`src/rtl/fft_pkg.sv`:
```
// fft_pkg: widths, complex word type and twiddle constants shared by the 16-point FFT datapath.
package fft_pkg;
  localparam int FFT_N  = 16;
  localparam int DATA_W = 16;
  localparam int WORD_W = 32;
  localparam int IDX_W  = 4;

  typedef struct packed {
    logic [DATA_W-1:0] re;
    logic [DATA_W-1:0] im;
  } fft_word_t;

  // W16^k = cos(2*pi*k/16) - j*sin(2*pi*k/16) in Q1.15, k = 0..7
  localparam logic signed [DATA_W-1:0] TW_COS [8] = '{
    16'sd32767, 16'sd30274, 16'sd23170, 16'sd12540,
    16'sd0, -16'sd12540, -16'sd23170, -16'sd30274
  };
  localparam logic signed [DATA_W-1:0] TW_SIN [8] = '{
    16'sd0, 16'sd12540, 16'sd23170, 16'sd30274,
    16'sd32767, 16'sd30274, 16'sd23170, 16'sd12540
  };

  function automatic fft_word_t real_to_word(input logic [DATA_W-1:0] sample);
    fft_word_t w;
    w.re = sample;
    w.im = '0;
    return w;
  endfunction
endpackage

```
`src/rtl/fft_buf_bank.sv`:
```
// fft_buf_bank: one 16-word frame store; each written sample lands at word idx as {sample, 16'h0000}.
module fft_buf_bank
  import fft_pkg::*;
(
  input  logic                  clk,
  input  logic                  rst,
  input  logic                  we,
  input  logic [IDX_W-1:0]      idx,
  input  logic [DATA_W-1:0]     sample,
  output fft_word_t [FFT_N-1:0] words
);
  always_ff @(posedge clk or posedge rst) begin
    if (rst) begin
      words <= '0;
    end else if (we) begin
      words[idx] <= real_to_word(sample);
    end
  end
endmodule

```
`src/rtl/fft_input_buffer.sv`:
```
// fft_input_buffer: serial-to-parallel 16-sample frame buffer feeding fft_stage1.
// Define FFT_IN_PINGPONG_EN for two banks; otherwise one bank with a FILL/HOLD handshake.
module fft_input_buffer
  import fft_pkg::*;
(
  input  logic              clk,
  input  logic              rst,
  input  logic              fir_valid,
  input  logic [DATA_W-1:0] fir_d,
  output logic              in_ready,
  output logic              fft_valid,
  input  logic              fft_ready,
  output logic [WORD_W-1:0] buf_data0_out,
  output logic [WORD_W-1:0] buf_data1_out,
  output logic [WORD_W-1:0] buf_data2_out,
  output logic [WORD_W-1:0] buf_data3_out,
  output logic [WORD_W-1:0] buf_data4_out,
  output logic [WORD_W-1:0] buf_data5_out,
  output logic [WORD_W-1:0] buf_data6_out,
  output logic [WORD_W-1:0] buf_data7_out,
  output logic [WORD_W-1:0] buf_data8_out,
  output logic [WORD_W-1:0] buf_data9_out,
  output logic [WORD_W-1:0] buf_data10_out,
  output logic [WORD_W-1:0] buf_data11_out,
  output logic [WORD_W-1:0] buf_data12_out,
  output logic [WORD_W-1:0] buf_data13_out,
  output logic [WORD_W-1:0] buf_data14_out,
  output logic [WORD_W-1:0] buf_data15_out
);
  logic [IDX_W-1:0]      wr_idx;
  logic                  accept;
  logic                  complete;
  logic                  transfer;
  fft_word_t [FFT_N-1:0] rd_words;

  assign accept   = fir_valid && in_ready;
  assign complete = accept && (wr_idx == IDX_W'(FFT_N - 1));
  assign transfer = fft_valid && fft_ready;

  always_ff @(posedge clk or posedge rst) begin
    if (rst) begin
      wr_idx <= '0;
    end else if (accept) begin
      wr_idx <= complete ? '0 : wr_idx + 1'b1;
    end
  end

`ifdef FFT_IN_PINGPONG_EN
  logic                  wr_bank;
  logic                  rd_bank;
  logic [1:0]            full;
  fft_word_t [FFT_N-1:0] bank_words [2];

  assign in_ready  = !full[wr_bank];
  assign fft_valid = full[rd_bank];
  assign rd_words  = bank_words[rd_bank];

  for (genvar b = 0; b < 2; b++) begin : g_bank
    fft_buf_bank u_bank (
      .clk    (clk),
      .rst    (rst),
      .we     (accept && (int'(wr_bank) == b)),
      .idx    (wr_idx),
      .sample (fir_d),
      .words  (bank_words[b])
    );
  end

  // A completion can only target an empty bank and a transfer a full one, so the two never collide.
  always_ff @(posedge clk or posedge rst) begin
    if (rst) begin
      wr_bank <= 1'b0;
      rd_bank <= 1'b0;
      full    <= 2'b00;
    end else begin
      if (complete) begin
        full[wr_bank] <= 1'b1;
        wr_bank       <= !wr_bank;
      end
      if (transfer) begin
        full[rd_bank] <= 1'b0;
        rd_bank       <= !rd_bank;
      end
    end
  end
`else
  localparam logic [0:0] FILL = 1'b0;
  localparam logic [0:0] HOLD = 1'b1;

  logic [0:0]            state;
  fft_word_t [FFT_N-1:0] bank_words;

  assign in_ready  = (state == FILL);
  assign fft_valid = (state == HOLD);
  assign rd_words  = bank_words;

  fft_buf_bank u_bank (
    .clk    (clk),
    .rst    (rst),
    .we     (accept),
    .idx    (wr_idx),
    .sample (fir_d),
    .words  (bank_words)
  );

  always_ff @(posedge clk or posedge rst) begin
    if (rst) begin
      state <= FILL;
    end else begin
      case (state)
        FILL:    if (complete) state <= HOLD;
        HOLD:    if (transfer) state <= FILL;
        default: state <= FILL;
      endcase
    end
  end
`endif

  assign buf_data0_out  = rd_words[0];
  assign buf_data1_out  = rd_words[1];
  assign buf_data2_out  = rd_words[2];
  assign buf_data3_out  = rd_words[3];
  assign buf_data4_out  = rd_words[4];
  assign buf_data5_out  = rd_words[5];
  assign buf_data6_out  = rd_words[6];
  assign buf_data7_out  = rd_words[7];
  assign buf_data8_out  = rd_words[8];
  assign buf_data9_out  = rd_words[9];
  assign buf_data10_out = rd_words[10];
  assign buf_data11_out = rd_words[11];
  assign buf_data12_out = rd_words[12];
  assign buf_data13_out = rd_words[13];
  assign buf_data14_out = rd_words[14];
  assign buf_data15_out = rd_words[15];
endmodule

```
`config.mk`:
```
export PLATFORM = sky130hd
export DESIGN_NAME = fft_input_buffer
export DESIGN_NICKNAME = d
export VERILOG_FILES = /design/src/rtl/fft_pkg.sv /design/src/rtl/fft_buf_bank.sv /design/src/rtl/fft_input_buffer.sv
export SDC_FILE = /design/constraint.sdc
export NUM_CORES = 1
export LEC_CHECK = 0
export ABC_AREA = 1
export CORE_AREA = 4 4 206 208
export CTS_CLUSTER_DIAMETER = 50
export CTS_CLUSTER_SIZE = 12
export DETAILED_ROUTE_END_ITERATION = 6
export DIE_AREA = 0 0 210 212
export HOLD_SLACK_MARGIN = 0.03
export MAX_ROUTING_LAYER = met4
export PLACE_DENSITY = 0.69
export SKIP_LAST_GASP = 1
export SLEW_MARGIN = 15
export SYNTH_ARGS = -nofsm -noshare
export SYNTH_HDL_FRONTEND = slang
export SYNTH_SLANG_ARGS = --single-unit
export TNS_END_PERCENT = 10
```
`constraint.sdc`:
```
create_clock -name clk -period 14.5 [get_ports clk]
set_input_delay 2.175 -clock clk [delete_from_list [all_inputs] [get_ports clk]]
set_output_delay 2.175 -clock clk [all_outputs]
set_load 0.02 [all_outputs]
```
* After elaboration in Yosys (flattened, before gate mapping)
Cells that the tools add are included.
** Storage, ports and cells
- Bits in registers :: 517
- Input bits :: 20
- Output and inout port bits :: 514
** Operators by class
- $add $sub $neg :: 1
- $lt $le $gt $ge :: 2
- Equal/unequal tests :: 1
- Muxes and demuxes :: 7
- Bitwise operators :: 1
- Reductions and logical operators :: 4
** Operators with widths (number)
- $bwmux 512 :: 1
- $demux 32 s4 :: 1
- $mux 32 :: 1
- $lt 4x5->1 const B :: 1
- $add 4x1->4 const B :: 1
- $eq 4x4->1 const B :: 1
- $ge 4x1->1 const B :: 1
- $logic_and 1x1->1 :: 4
- $mux 4 :: 1
- $mux 1 :: 2
- $pmux 1 s2 :: 1
- $not 1->1 :: 1

* Longest topological paths before layout
- Depth after elaboration :: 5
- Mapped depth :: 8
- Depth with buffers taken out :: 7

* By module
A second synthesis with hierarchy kept.
** Second synthesis, totals
- Cell total of the unflattened synthesis :: 1473
- Area total of the unflattened synthesis :: 12463.2 µm²
** By module, submodules not included
- fft_buf_bank :: instances 1, cells an instance 1444, area an instance 12210.5 µm²
- fft_input_buffer :: instances 1, cells an instance 29, area an instance 252.7 µm²

* Worst setup path before layout
OpenSTA, ideal clock, no wires.
- Path kind :: in2reg
- Start :: in fir_valid
- End :: reg u_bank.words[16] (netlist name)
- Setup time :: 117 ps
- Arrival :: 2821 ps
- Data required time :: 14383 ps
- Slack :: 11562 ps
- Cell stages on the path :: 6
- Cells stage by stage :: nand3_2 inv_2 nand2_4 buf_6 nand2_1 nand2_1
** Between the ends
- Longest elaborated chain between the ends :: 1
** RTL lines
- start, declared :: line fft_input_buffer.sv:8 : input logic fir_valid,
- $logic_and 1x1->1 :: line fft_input_buffer.sv:36 : assign accept = fir_valid && in_ready;
- end signal, assigned by index :: line fft_buf_bank.sv:16 : words[idx] <= real_to_word(sample);
- end, declared :: line fft_buf_bank.sv:10 : output fft_word_t [FFT_N-1:0] words
No other way between the ends.
A chain may end at the register's enable or synchronous reset.

==> run metrics <==
status=completed; Die Footprint=between 40,000 and 50,000 um2; Overflow after GRT=0; Worst-path clk slew=~0.050 ns; # hold bufs at CTS=0; Pwr Total=between 3 and 4 mW; Worst Hold End=u_bank.words[82]; post-synth top area share=0.538; final worst-path cycle share=0.284; I/O pin count=534; Yosys warning count=0; Crit Path Max Fanout=73; pin count of the biggest net entering global routing=74; Initial Utilization=0.299; most common cell in the netlist=nand2_1; Final Setup Violations=0; # fillers=4,082; min Tclk post-route=between 4 and 5 ns; share of post-route cells with drive strength above 1=0.0578; synthesized flop and latch total=around 260; post-synth top area cell=dfrtp_1; Relative slew margins=0.253; Post-synth EDFFs=0; Final ANT Viol Nets=0; routability cong.=~0.81; fmax=roughly 0.24 GHz; Worst Skew=between 0.015 and 0.02 ns; Slew @ Worst Pin=1.12 ns; first-pass GRT wire length=approximately 53,000 um; metal3 WL=around 2600 um; Die X=approximately 210 um; Seq/Total Area, Yosys=0.538; Hold Fails Final Rpt=0; power density over cell area=about 230 nW/um2; Post-Route WL=between 30,000 and 40,000 um; hold path startpoint=u_bank.words[82]; DPL Wire Length=26,200 um; number of global-route vias before repair=8,548; Total Nets Final=roughly 1,700; worst reg2reg setup slack=between 10 and 15 ns; DR vias=8,961; max-slew violations=0; row count=74; CTS Root Cell=clkbuf_16; Crit. End Element=asynchronous set/reset pin; Max IR drop VDD=approximately 0.10 mV; top post-synthesis cells by area=dfrtp_1 54%, nand2_1 20%, buf_4 17%, o21ai_0 2.6%, nor2_4 1.2%; TNS Setup=0 ns; TritonCTS clock tree=yes; hold crit path type=reg2reg; Reg area=roughly 6500 um2; core area=~40,000 um2; DRT met1 WL=14,800 um; number of vias per cell=just over 4; clock sink total=approximately 260; PortBufs=approximately 280; Layout Utilization=0.377; Post-synth ARST share=1.00; worst reg2reg path depth=6; # resized after CTS=0; cts bufs inserted=31; Remaining DRCs=0; Initial DRC Count=562; Mapped Avg Cell Area=8.88 um2; maxcap violations=0; Top Layer Used=met4; FF-to-FF End=u_bank.words[19]; Worst EP arrival=4.69 ns; startpoint types=input port; Worst Path Required=between 15 and 20 ns; met2 WL=roughly 19,000 um; worst reg2reg startpoint=wr_idx[0]; Synth cell types=23; Area growth syn-to-layout=26.1%; post-DR wirelength/cell=around 17 um; Die Y=212 um; First-pass DRT Iterations=5; Tot GR Track Use=0.161; post-synthesis cell count=between 1,000 and 1,500; CTS H-tree lvls=1; Post-synth top flop=dfrtp_1; initial antenna violation count=1; type of the worst setup path=in2async; mapped cell area=roughly 12,000 um2; CTS Buffer Depth=3; RSZ-0062 raised after global routing=false; Hold Path Depth=2; top cells by count, synth=648 x nand2_1, 267 x buf_4, 261 x dfrtp_1, 64 x o21ai_0, 24 x inv_1; Setup Buffers After CTS=0; P_leak=just under 8 nW; Clk Latency, worst-skew pair=between 0.5 and 0.6 ns; Multi-input gate area=4180 um2
==> how the worst max path moves through the flow <==
| stage | start | cells after the start | endpoint |
|---|---|---|---|
| finish | rst | 4 | u_bank.words[155] |
| global route | rst | 4 | u_bank.words[158] |
| CTS | rst | 4 | u_bank.words[155] |
| detailed placement | rst | 4 | u_bank.words[155] |
| global placement | rst | 4 | u_bank.words[155] |
| floorplan | rst | 1 | fft_valid |
==> metal layers <==
metal  track usage  vias to the layer above
met1         0.197                     4337
met2         0.276                      398
met4        0.0515                        0
met3        0.0261                       69
met5             -                        -
li1              -                     4157
==> cells by family (layout without fill, tap and decap cells) <==
group                      count (synthesis)  in the layout  share of synthesized area
AOI/OAI and AO/OA                         66             66                     0.0272
xor gates and xnor gates                   1              1                   0.000722
adders and majority gates                  4              4                    0.00412
buffers and inverters                    342            363                      0.196
DFF                                      261            261                      0.538
other                                      1            257                   0.000309
and+or+nand+nor                          692            692                      0.234
==> placed cells by master, fill, tap and decap left out, types with 4 or more instances in the layout <==
master / netlist / routed
inv_6: 0 / 4
nand2_2: 7 / 7
clkdlybuf4s50_1: 0 / 277
ha_1: 4 / 4
nor2_4: 13 / 13
buf_4: 267 / 4
dfrtp_1: 261 / 261
nand2_1: 648 / 648
inv_2: 9 / 9
nor2_1: 5 / 5
clkbuf_16: 0 / 31
conb_1: 1 / 256
o21ai_0: 64 / 64
inv_1: 24 / 23
nand2_4: 11 / 11
==> layout make-up <==
| class | instances | area share |
|---|---|---|
| antenna | 1 | 0.000164 |
| clock buffer | 36 | 0.0532 |
| tap | 532 | 0.0435 |
| clock inverter | 12 | 0.0105 |
| inverter | 34 | 0.00900 |
| sequential | 261 | 0.427 |
| multi-input combinational | 1019 | 0.273 |
| timing repair buffer | 281 | 0.183 |
==> metrics by stage <==
step	cell area (um2)	hold slack [ns]	setup WS, ns	instances
detailed placement	14300	0.457	9.71	2127
global placement	14300	0.455	9.72	2127
global route	15300	0.491	10.03	2176
finish	15300	0.465	10.38	2176
CTS	15300	0.471	10.30	2175
floorplan	13100	0.504	5.14	1622
==> critical path, cell delays in order <==
cell	delay, ns
clkdlybuf4s50_1	0.51
inv_8	0.32
buf_4	0.79
buf_4	0.78
==> registers in the layout, summed over array words and instances (netlist names) <==
| signal | cells |
|---|---|
| u_bank.words | 256 |
| fft_valid | 1 |
| wr_idx | 4 |
==> report_power, final <==
part / switching [mW] / internal, mW / leakage (nW)
combinational: 0.918 / 0.659 / 4.11
sequential: 0.197 / 1.04 / 3.35
clock: 0.302 / 0.452 / 0.482
No activity file was read; power rests on OpenSTA's default activity.
